$ cat config.mk
export PLATFORM = sky130hd
export DESIGN_NAME = hyperbus_cfg_regif
export DESIGN_NICKNAME = d
export VERILOG_FILES = /design/src/rtl/hyperbus_pkg.sv /design/src/rtl/hyperbus_cfg_field.sv /design/src/rtl/hyperbus_cfg_regif.sv
export SDC_FILE = /design/constraint.sdc
export NUM_CORES = 1
export LEC_CHECK = 0
export ABC_AREA = 1
export CAP_MARGIN = 20
export CORE_ASPECT_RATIO = 0.75
export CORE_MARGIN = 5
export CORE_UTILIZATION = 42
export DETAILED_ROUTE_END_ITERATION = 6
export GPL_TIMING_DRIVEN = 0
export PLACE_DENSITY_LB_ADDON = 0.05
export SETUP_SLACK_MARGIN = 0.3
export SYNTH_ARGS = -nofsm -noshare
export SYNTH_HDL_FRONTEND = slang
export SYNTH_SLANG_ARGS = --single-unit
$ cat constraint.sdc
create_clock -name clk_i -period 1.7 [get_ports clk_i]
set_input_delay 0.34 -clock clk_i [delete_from_list [all_inputs] [get_ports clk_i]]
set_output_delay 0.34 -clock clk_i [all_outputs]
set_load 0.02 [all_outputs]
$ cat src/rtl/hyperbus_pkg.sv
// Shared HyperBus types: configuration bundle, register word offsets
// and reset defaults used by the register interface and the controller.
package hyperbus_pkg;

    typedef struct packed {
        logic [3:0]  t_latency_access;
        logic        en_latency_additional;
        logic [15:0] t_burst_max;
        logic [3:0]  t_read_write_recovery;
        logic [3:0]  t_rx_clk_delay;
        logic [3:0]  t_tx_clk_delay;
        logic [4:0]  address_mask_msb;
        logic        address_space;
        logic        phys_in_use;
        logic        which_phy;
        logic [3:0]  t_csh_cycles;
    } hyperbus_cfg_t;

    typedef enum logic {StIdle, StResp} regif_state_e;

    // Word indices, i.e. byte offset >> 2
    localparam logic [3:0] RegTLatencyAccess     = 4'h0;
    localparam logic [3:0] RegEnLatencyAdditional = 4'h1;
    localparam logic [3:0] RegTBurstMax          = 4'h2;
    localparam logic [3:0] RegTReadWriteRecovery = 4'h3;
    localparam logic [3:0] RegTRxClkDelay        = 4'h4;
    localparam logic [3:0] RegTTxClkDelay        = 4'h5;
    localparam logic [3:0] RegAddressMaskMsb     = 4'h6;
    localparam logic [3:0] RegAddressSpace       = 4'h7;
    localparam logic [3:0] RegPhysInUse          = 4'h8;
    localparam logic [3:0] RegWhichPhy           = 4'h9;
    localparam logic [3:0] RegTCshCycles         = 4'hA;
    localparam logic [3:0] RegStatus             = 4'hB;

    localparam logic [31:0] RstTLatencyAccess      = 32'd6;
    localparam logic [31:0] RstEnLatencyAdditional = 32'd1;
    localparam logic [31:0] RstTBurstMax           = 32'd350;
    localparam logic [31:0] RstTReadWriteRecovery  = 32'd6;
    localparam logic [31:0] RstTRxClkDelay         = 32'd8;
    localparam logic [31:0] RstTTxClkDelay         = 32'd8;
    localparam logic [31:0] RstAddressMaskMsb      = 32'd25;
    localparam logic [31:0] RstAddressSpace        = 32'd0;
    localparam logic [31:0] RstWhichPhy            = 32'd1;
    localparam logic [31:0] RstTCshCycles          = 32'd1;

    function automatic hyperbus_cfg_t cfg_default(input logic dual_phy);
        hyperbus_cfg_t c;
        c.t_latency_access      = RstTLatencyAccess[3:0];
        c.en_latency_additional = RstEnLatencyAdditional[0];
        c.t_burst_max           = RstTBurstMax[15:0];
        c.t_read_write_recovery = RstTReadWriteRecovery[3:0];
        c.t_rx_clk_delay        = RstTRxClkDelay[3:0];
        c.t_tx_clk_delay        = RstTTxClkDelay[3:0];
        c.address_mask_msb      = RstAddressMaskMsb[4:0];
        c.address_space         = RstAddressSpace[0];
        c.phys_in_use           = dual_phy;
        c.which_phy             = RstWhichPhy[0];
        c.t_csh_cycles          = RstTCshCycles[3:0];
        return c;
    endfunction

endpackage

$ cat src/rtl/hyperbus_cfg_field.sv
// Byte-strobed configuration field register; bits above Width are dropped.
module hyperbus_cfg_field #(
    parameter int unsigned Width = 8,
    parameter logic [31:0] Reset = '0
) (
    input  logic             clk_i,
    input  logic             rst_i,
    input  logic             we_i,
    input  logic [31:0]      wdata_i,
    input  logic [3:0]       wstrb_i,
    output logic [Width-1:0] q_o
);

    logic [Width-1:0] q_q, q_d;
    logic             unused_w;

    always_comb begin
        q_d = q_q;
        for (int i = 0; i < Width; i++) begin
            if (we_i && wstrb_i[2'(i / 8)]) q_d[i] = wdata_i[i];
        end
    end

    always_ff @(posedge clk_i) begin
        if (rst_i) q_q <= Reset[Width-1:0];
        else       q_q <= q_d;
    end

    assign q_o      = q_q;
    assign unused_w = ^{wdata_i, wstrb_i};

endmodule

$ cat src/rtl/hyperbus_cfg_regif.sv
// HyperBus configuration register responder. Define HYPERBUS_CFG_SHADOW_EN
// to defer commits of the shadow into cfg_o until the controller is idle.
module hyperbus_cfg_regif
    import hyperbus_pkg::*;
#(
    parameter int unsigned NumPhys   = 2,
    parameter int unsigned AddrWidth = 32,
    parameter int unsigned DataWidth = 32
) (
    input  logic                 clk_i,
    input  logic                 rst_i,
    input  logic                 valid_i,
    input  logic                 write_i,
    input  logic [AddrWidth-1:0] addr_i,
    input  logic [DataWidth-1:0] wdata_i,
    input  logic [3:0]           wstrb_i,
    output logic                 ready_o,
    output logic [DataWidth-1:0] rdata_o,
    output logic                 error_o,
    input  logic                 trans_active_i,
    output hyperbus_cfg_t        cfg_o,
    output logic                 cfg_pending_o
);

    localparam logic [31:0] RstPhysInUse = (NumPhys == 2) ? 32'd1 : 32'd0;

    regif_state_e         state_q;
    logic                 ready_q, error_q;
    logic [DataWidth-1:0] rdata_q, rdata_d;
    hyperbus_cfg_t        shadow;
    logic                 pending;
    logic [3:0]           idx;
    logic                 acc_err, accept, wr_ok;
    logic [15:0]          we;
    logic [DataWidth-1:0] wdata_phy;
    logic                 unused_w;

    assign idx       = addr_i[5:2];
    assign acc_err   = (|addr_i[AddrWidth-1:6]) || (idx > RegStatus) ||
                       (write_i && idx == RegStatus);
    assign accept    = (state_q == StIdle) && valid_i;
    assign wr_ok     = accept && write_i && !acc_err;
    assign we        = wr_ok ? (16'd1 << idx) : 16'd0;
    // A single-PHY controller cannot select or pair a second PHY
    assign wdata_phy = (NumPhys == 2) ? wdata_i : '0;
    assign unused_w  = ^{addr_i[1:0], we[15:11]};

    hyperbus_cfg_field #(.Width(4), .Reset(RstTLatencyAccess)) u_lat (
        .clk_i, .rst_i, .we_i(we[RegTLatencyAccess]), .wdata_i, .wstrb_i,
        .q_o(shadow.t_latency_access));
    hyperbus_cfg_field #(.Width(1), .Reset(RstEnLatencyAdditional)) u_add (
        .clk_i, .rst_i, .we_i(we[RegEnLatencyAdditional]), .wdata_i, .wstrb_i,
        .q_o(shadow.en_latency_additional));
    hyperbus_cfg_field #(.Width(16), .Reset(RstTBurstMax)) u_burst (
        .clk_i, .rst_i, .we_i(we[RegTBurstMax]), .wdata_i, .wstrb_i,
        .q_o(shadow.t_burst_max));
    hyperbus_cfg_field #(.Width(4), .Reset(RstTReadWriteRecovery)) u_rwr (
        .clk_i, .rst_i, .we_i(we[RegTReadWriteRecovery]), .wdata_i, .wstrb_i,
        .q_o(shadow.t_read_write_recovery));
    hyperbus_cfg_field #(.Width(4), .Reset(RstTRxClkDelay)) u_rxd (
        .clk_i, .rst_i, .we_i(we[RegTRxClkDelay]), .wdata_i, .wstrb_i,
        .q_o(shadow.t_rx_clk_delay));
    hyperbus_cfg_field #(.Width(4), .Reset(RstTTxClkDelay)) u_txd (
        .clk_i, .rst_i, .we_i(we[RegTTxClkDelay]), .wdata_i, .wstrb_i,
        .q_o(shadow.t_tx_clk_delay));
    hyperbus_cfg_field #(.Width(5), .Reset(RstAddressMaskMsb)) u_amsb (
        .clk_i, .rst_i, .we_i(we[RegAddressMaskMsb]), .wdata_i, .wstrb_i,
        .q_o(shadow.address_mask_msb));
    hyperbus_cfg_field #(.Width(1), .Reset(RstAddressSpace)) u_aspc (
        .clk_i, .rst_i, .we_i(we[RegAddressSpace]), .wdata_i, .wstrb_i,
        .q_o(shadow.address_space));
    hyperbus_cfg_field #(.Width(1), .Reset(RstPhysInUse)) u_piu (
        .clk_i, .rst_i, .we_i(we[RegPhysInUse]), .wdata_i(wdata_phy), .wstrb_i,
        .q_o(shadow.phys_in_use));
    hyperbus_cfg_field #(.Width(1), .Reset(RstWhichPhy)) u_wphy (
        .clk_i, .rst_i, .we_i(we[RegWhichPhy]), .wdata_i(wdata_phy), .wstrb_i,
        .q_o(shadow.which_phy));
    hyperbus_cfg_field #(.Width(4), .Reset(RstTCshCycles)) u_csh (
        .clk_i, .rst_i, .we_i(we[RegTCshCycles]), .wdata_i, .wstrb_i,
        .q_o(shadow.t_csh_cycles));

    always_comb begin
        rdata_d = '0;
        if (!acc_err && !write_i) begin
            case (idx)
                RegTLatencyAccess:      rdata_d = DataWidth'(shadow.t_latency_access);
                RegEnLatencyAdditional: rdata_d = DataWidth'(shadow.en_latency_additional);
                RegTBurstMax:           rdata_d = DataWidth'(shadow.t_burst_max);
                RegTReadWriteRecovery:  rdata_d = DataWidth'(shadow.t_read_write_recovery);
                RegTRxClkDelay:         rdata_d = DataWidth'(shadow.t_rx_clk_delay);
                RegTTxClkDelay:         rdata_d = DataWidth'(shadow.t_tx_clk_delay);
                RegAddressMaskMsb:      rdata_d = DataWidth'(shadow.address_mask_msb);
                RegAddressSpace:        rdata_d = DataWidth'(shadow.address_space);
                RegPhysInUse:           rdata_d = DataWidth'(shadow.phys_in_use);
                RegWhichPhy:            rdata_d = DataWidth'(shadow.which_phy);
                RegTCshCycles:          rdata_d = DataWidth'(shadow.t_csh_cycles);
                RegStatus:              rdata_d = DataWidth'({pending, trans_active_i});
                default:                rdata_d = '0;
            endcase
        end
    end

    always_ff @(posedge clk_i) begin
        if (rst_i) begin
            state_q <= StIdle;
            ready_q <= 1'b0;
            error_q <= 1'b0;
            rdata_q <= '0;
        end else begin
            unique case (state_q)
                StIdle: if (accept) begin
                    state_q <= StResp;
                    ready_q <= 1'b1;
                    error_q <= acc_err;
                    rdata_q <= rdata_d;
                end
                StResp: begin
                    state_q <= StIdle;
                    ready_q <= 1'b0;
                    error_q <= 1'b0;
                    rdata_q <= '0;
                end
                default: state_q <= StIdle;
            endcase
        end
    end

    // Reset kills an in-flight response in the same cycle it is raised
    assign ready_o = ready_q & ~rst_i;
    assign error_o = error_q & ~rst_i;
    assign rdata_o = rst_i ? '0 : rdata_q;

`ifdef HYPERBUS_CFG_SHADOW_EN
    hyperbus_cfg_t cfg_q;
    logic          pending_q;

    always_ff @(posedge clk_i) begin
        if (rst_i) begin
            cfg_q     <= cfg_default(NumPhys == 2);
            pending_q <= 1'b0;
        end else begin
            if (pending_q && !trans_active_i) begin
                cfg_q     <= shadow;
                pending_q <= 1'b0;
            end
            if (wr_ok && |wstrb_i) pending_q <= 1'b1;
        end
    end

    assign cfg_o   = cfg_q;
    assign pending = pending_q;
`else
    assign cfg_o   = shadow;
    assign pending = 1'b0;
`endif

    assign cfg_pending_o = pending;

endmodule

==> results by stage <==
Pwr:
- Dividing total power by cell area gives a power density of 660 nW/µm².
- The design draws about 3.4 mW.
- The worst-case vdd ir drop is between 0.4 and 0.5 mV.
- The cell leakage power is between 2 and 3 nW.

Yosys:
- After synthesis, the cell types taking the most area are sky130_fd_sc_hd__dfxtp_1 (38%), sky130_fd_sc_hd__nand2_1 (16%), sky130_fd_sc_hd__nor2_1 (11%), sky130_fd_sc_hd__nand3_1 (8.2%), sky130_fd_sc_hd__inv_1 (7.0%).
- The area share of fa/ha/maj cells after synthesis is 0%.
- Synthesis produced 515 cells.
- The share of the synthesized netlist area taken by xor and xnor gates is 0%.
- In this run the mean area of a mapped cell was 6.60 µm².
- Among all flip-flop cells after synthesis, the most frequent one is sky130_fd_sc_hd__dfxtp_1.
- The async set-or-reset flop fraction in the synthesized netlist is 0%.
- For this run, the register share of the synthesized area comes to a little under two fifths.
- The count of flip-flops with a built-in enable after synthesis is 0.
- The top cell type by area accounts for 37.7% of the synthesized area.
- After synthesis, the netlist uses 31 different library cells.
- The combinational family with the most area after synthesis is simple AND/OR/NAND/NOR gates.
- The mux cell area share after synthesis is 0%.
- During synthesis, Yosys emitted a total of 0 warnings.
- The synthesized design contains between 60 and 70 register bits.
- The post-synthesis share of cell area spent on and, or, nand and nor gates is between 40 and 50%.
- The netlist area before placement is 3400 µm².
- The largest total area in the synthesized netlist belongs to sky130_fd_sc_hd__dfxtp_1.
- Summing the areas of all compound-gate instances in the mapped netlist gives under 10% of the synthesized area.

Route:
- The number of remaining DRC errors is 0.
- The detailed router finished its first iteration with 185 violations.
- The first-pass iteration count of the detailed router is 4.
- The post-detailed-route via-to-cell ratio is between 4 and 5.
- The average wire per standard cell is 14.2 µm.
- The routed design has ~11,000 µm of wire.
- The routed layout has approximately 3,800 vias.
- Once detail routing completed, the nets flagged for antenna violations numbered 0.

Clock tree:
- Counting along the longest clock path gives a buffer depth of 2.
- The number of clock buffers added by TritonCTS is 9.
- At the later pin of the worst-skew pair, clock insertion delay measures around 0.35 ns.
- The clock-pin slew of the registers on the worst-case setup and hold paths is ~0.070 ns.
- The number of clock sinks is between 60 and 70.
- CTS placed an instance of sky130_fd_sc_hd__clkbuf_8 at the clock tree root.
- The number of hold buffers added after cts is 0.
- The H-tree was split into 3 levels.
- The TritonCTS clock tree is yes.

Final layout:
- The total non-filler cell area in the finished layout is 5210 µm².
- After the flow finishes, the layout carries non-filler instances totaling between 700 and 800.
- The share of post-route cells with drive strength above 1 is around 34%.
- The post-layout net count is 740.
- Compared with the post-synthesis result, the final layout area differs by 53.3%.
- The number of antenna repair diodes is 0.

Setup path:
- The nature of the critical path endpoint is a register.
- The classification of the worst setup path is in2reg.
- The arrival time of data at the critical path endpoint is 1.68 ns.
- For this design, the slowest cell found on the critical path is sky130_fd_sc_hd__nand4_1.
- Traced cell by cell, the critical path runs through buf_2 -> nor2_1 -> nand2_2 -> clkinv_2 -> nand4_1 -> buf_4 -> nand2_1 -> nand2_1 -> nor2_1.
- The worst setup path is launched from a primary input.
- In this run the worst path has a maximum fanout of 10.
- The stage delay of the slowest cell on the critical path is between 0.2 and 0.3 ns.
- At the worst endpoint, the required time is around 2 ns.

STA:
- The final-report max-slew violation count came to 0.
- The maximum frequency from static timing analysis is 714 MHz.
- The total negative slack is 0 ns.
- At the pin with the least slew margin, the transition time is 0.592 ns.
- Dividing the final minimum period by the clock period gives between 80% and 90%.
- The setup-violating endpoint count in the final report is 0.
- Clock skew on the completed layout was measured at 0.00603 ns.
- The setup slack of the critical path after layout is approximately 0.3 ns.
- The total count of hold-check failures in the final report is 0.
- Setup repair after global routing could not meet its margin everywhere.
- The clock period minus final worst setup slack is around 1.4 ns.
- The max-slew headroom at the worst pin is between 60% and 70%.

Place:
- Timing analysis after detailed placement gives a worst setup slack of -0.625 ns.
- In this run the tool buffered the top-level ports with around 120 buffer cells.
- The global placement routability congestion is around 0.94.
- The detailed placer's ending HPWL is slightly below 8000 µm.
- Summing all placed instances gives a cell area of ~4800 µm².
- The number of cells after detailed placement is approximately 750.

Floorplan:
- Once the floorplan was initialized, standard cells occupied between 40% and 50% of the core.
- In this run the horizontal extent of the chip is ~110 µm.
- The full die area is about 10,000 µm².
- 153 I/O pins were placed.
- In this run the core area contains 28 standard-cell rows.
- The area of the core region is around 7900 µm².
- In this run the vertical extent of the chip is about 88 µm.

Global route:
- The largest net degree at the start of global routing is 12.
- Across every metal layer, demand over resource in global routing totals 21.7%.
- The number of global-route vias before repair is between 3,000 and 4,000.
- The wire length of the first global-routing pass is between 15,000 and 20,000 µm.
- The initial antenna violation count is 0.
- Global routing finished with a remaining overflow of 0.

Job:
- The number of max-cap violations is 0.

Run status:
- The run finished with clean final reports.

Worst hold path:
- The tightest min-delay check is of the in2reg type.
[metal layers]
| metal | routed length, µm | global-route usage (%) | vias to the layer above |
|---|---|---|---|
| li1 | - | - | 1863 |
| met1 | 5100 | 29.9 | 1730 |
| met2 | 4850 | 33.1 | 146 |
| met3 | 963 | 5.73 | 12 |
| met4 | 157 | 7.44 | 0 |
| met5 | 0 | 0 | - |
[final cells by class]
type,count,area (µm²)
Buffer,38,310
Multi-Input combinational cell,363,1940
Inverter,66,256
Clock inverter,5,78.8
Sequential cell,64,1290
Fill cell,730,2670
Clock buffer,11,151
Timing Repair Buffer,125,1060
Tap cell,105,131
[state kept, by name, summed over array words and instances (netlist names), 4 cells and up]
register / flops
rdata_q: 16
u_lat.q_o: 4
u_burst.q_o: 16
u_rwr.q_o: 4
u_txd.q_o: 4
u_csh.q_o: 4
u_amsb.q_o: 5
u_rxd.q_o: 4
[through the flow]
stage / util [%] / hold slack (ns)
3_3_place_gp: 60.4 / 0.439
5_1_grt: 66.1 / 0.351
4_1_cts: 65.4 / 0.413
6_report: 66.1 / 0.362
3_5_place_dp: 60.4 / 0.448
2_1_floorplan: - / 0.428
[cell usage in the layout, fill, tap and decap left out, drive strengths merged, types with 6 or more instances in the layout]
master | netlist | routed
nand3 | 57 | 57
buf | 32 | 88
dlygate4sd2 | 0 | 6
nor2 | 108 | 108
inv | 63 | 63
conb | 1 | 17
dfxtp | 64 | 64
nand2 | 148 | 148
clkinv | 3 | 6
clkdlybuf4s15 | 0 | 24
nand4 | 12 | 12
o21ai | 6 | 6
clkdlybuf4s50 | 0 | 19
clkbuf | 6 | 37
[report_power, final]
part           total (mW)  leakage, nW  internal [mW]  switching [mW]
combinational       0.408         2.05          0.173           0.236
sequential           1.51        0.516           1.50         0.00261
clock                1.52        0.119          0.903           0.622
total                3.44         2.69           2.58           0.860
[final timing paths]
check | startpoint | to | depth (start not counted) | slack (ns)
max | addr_i[5] | u_burst.q_o[7] | 9 | 0.30
min | addr_i[4] | u_piu.q_o | 4 | 0.36
max reg2reg | state_q | u_burst.q_o[7] | 8 | 0.37
min reg2reg | ready_q | ready_q | 2 | 0.45
[synth_stat cells (2+ instances only)]
| cell type | n |
|---|---|
| sky130_fd_sc_hd__nand2_1 | 146 |
| sky130_fd_sc_hd__nor2_1 | 103 |
| sky130_fd_sc_hd__dfxtp_1 | 64 |
| sky130_fd_sc_hd__inv_1 | 63 |
| sky130_fd_sc_hd__nand3_1 | 56 |
| sky130_fd_sc_hd__buf_4 | 24 |
| sky130_fd_sc_hd__clkbuf_1 | 6 |
| sky130_fd_sc_hd__nand4_1 | 6 |
| sky130_fd_sc_hd__o21ai_0 | 6 |
| sky130_fd_sc_hd__buf_2 | 5 |
| sky130_fd_sc_hd__nand4_4 | 5 |
| sky130_fd_sc_hd__o22ai_1 | 4 |
| sky130_fd_sc_hd__clkinv_1 | 3 |
| sky130_fd_sc_hd__nor2_2 | 3 |
| sky130_fd_sc_hd__a21oi_1 | 2 |
| sky130_fd_sc_hd__buf_6 | 2 |
| sky130_fd_sc_hd__nor2_8 | 2 |
| sky130_fd_sc_hd__o211ai_1 | 2 |
[logic make-up after synthesis]
| group | count (synthesis) |
|---|---|
| buffers and inverters | 104 |
| DFF | 64 |
| AOI/OAI and AO/OA | 16 |
| other | 1 |
| and+or+nand+nor | 330 |
[worst max-delay path, delay by kind of cell]
family / cells / cell delay, ns
buf+inv: 3 / 0.52
simple gates: 6 / 0.83
[what timing repair did]
item | 4_1_cts | 5_1_grt
buffers inserted | 5 | 1
endpoints found under the setup margin | 125 | 107
cloned | 4 | 0
gates resized for setup | 347 | 93
pin swaps | 38 | 27
Power figures use the tool's default switching activity.
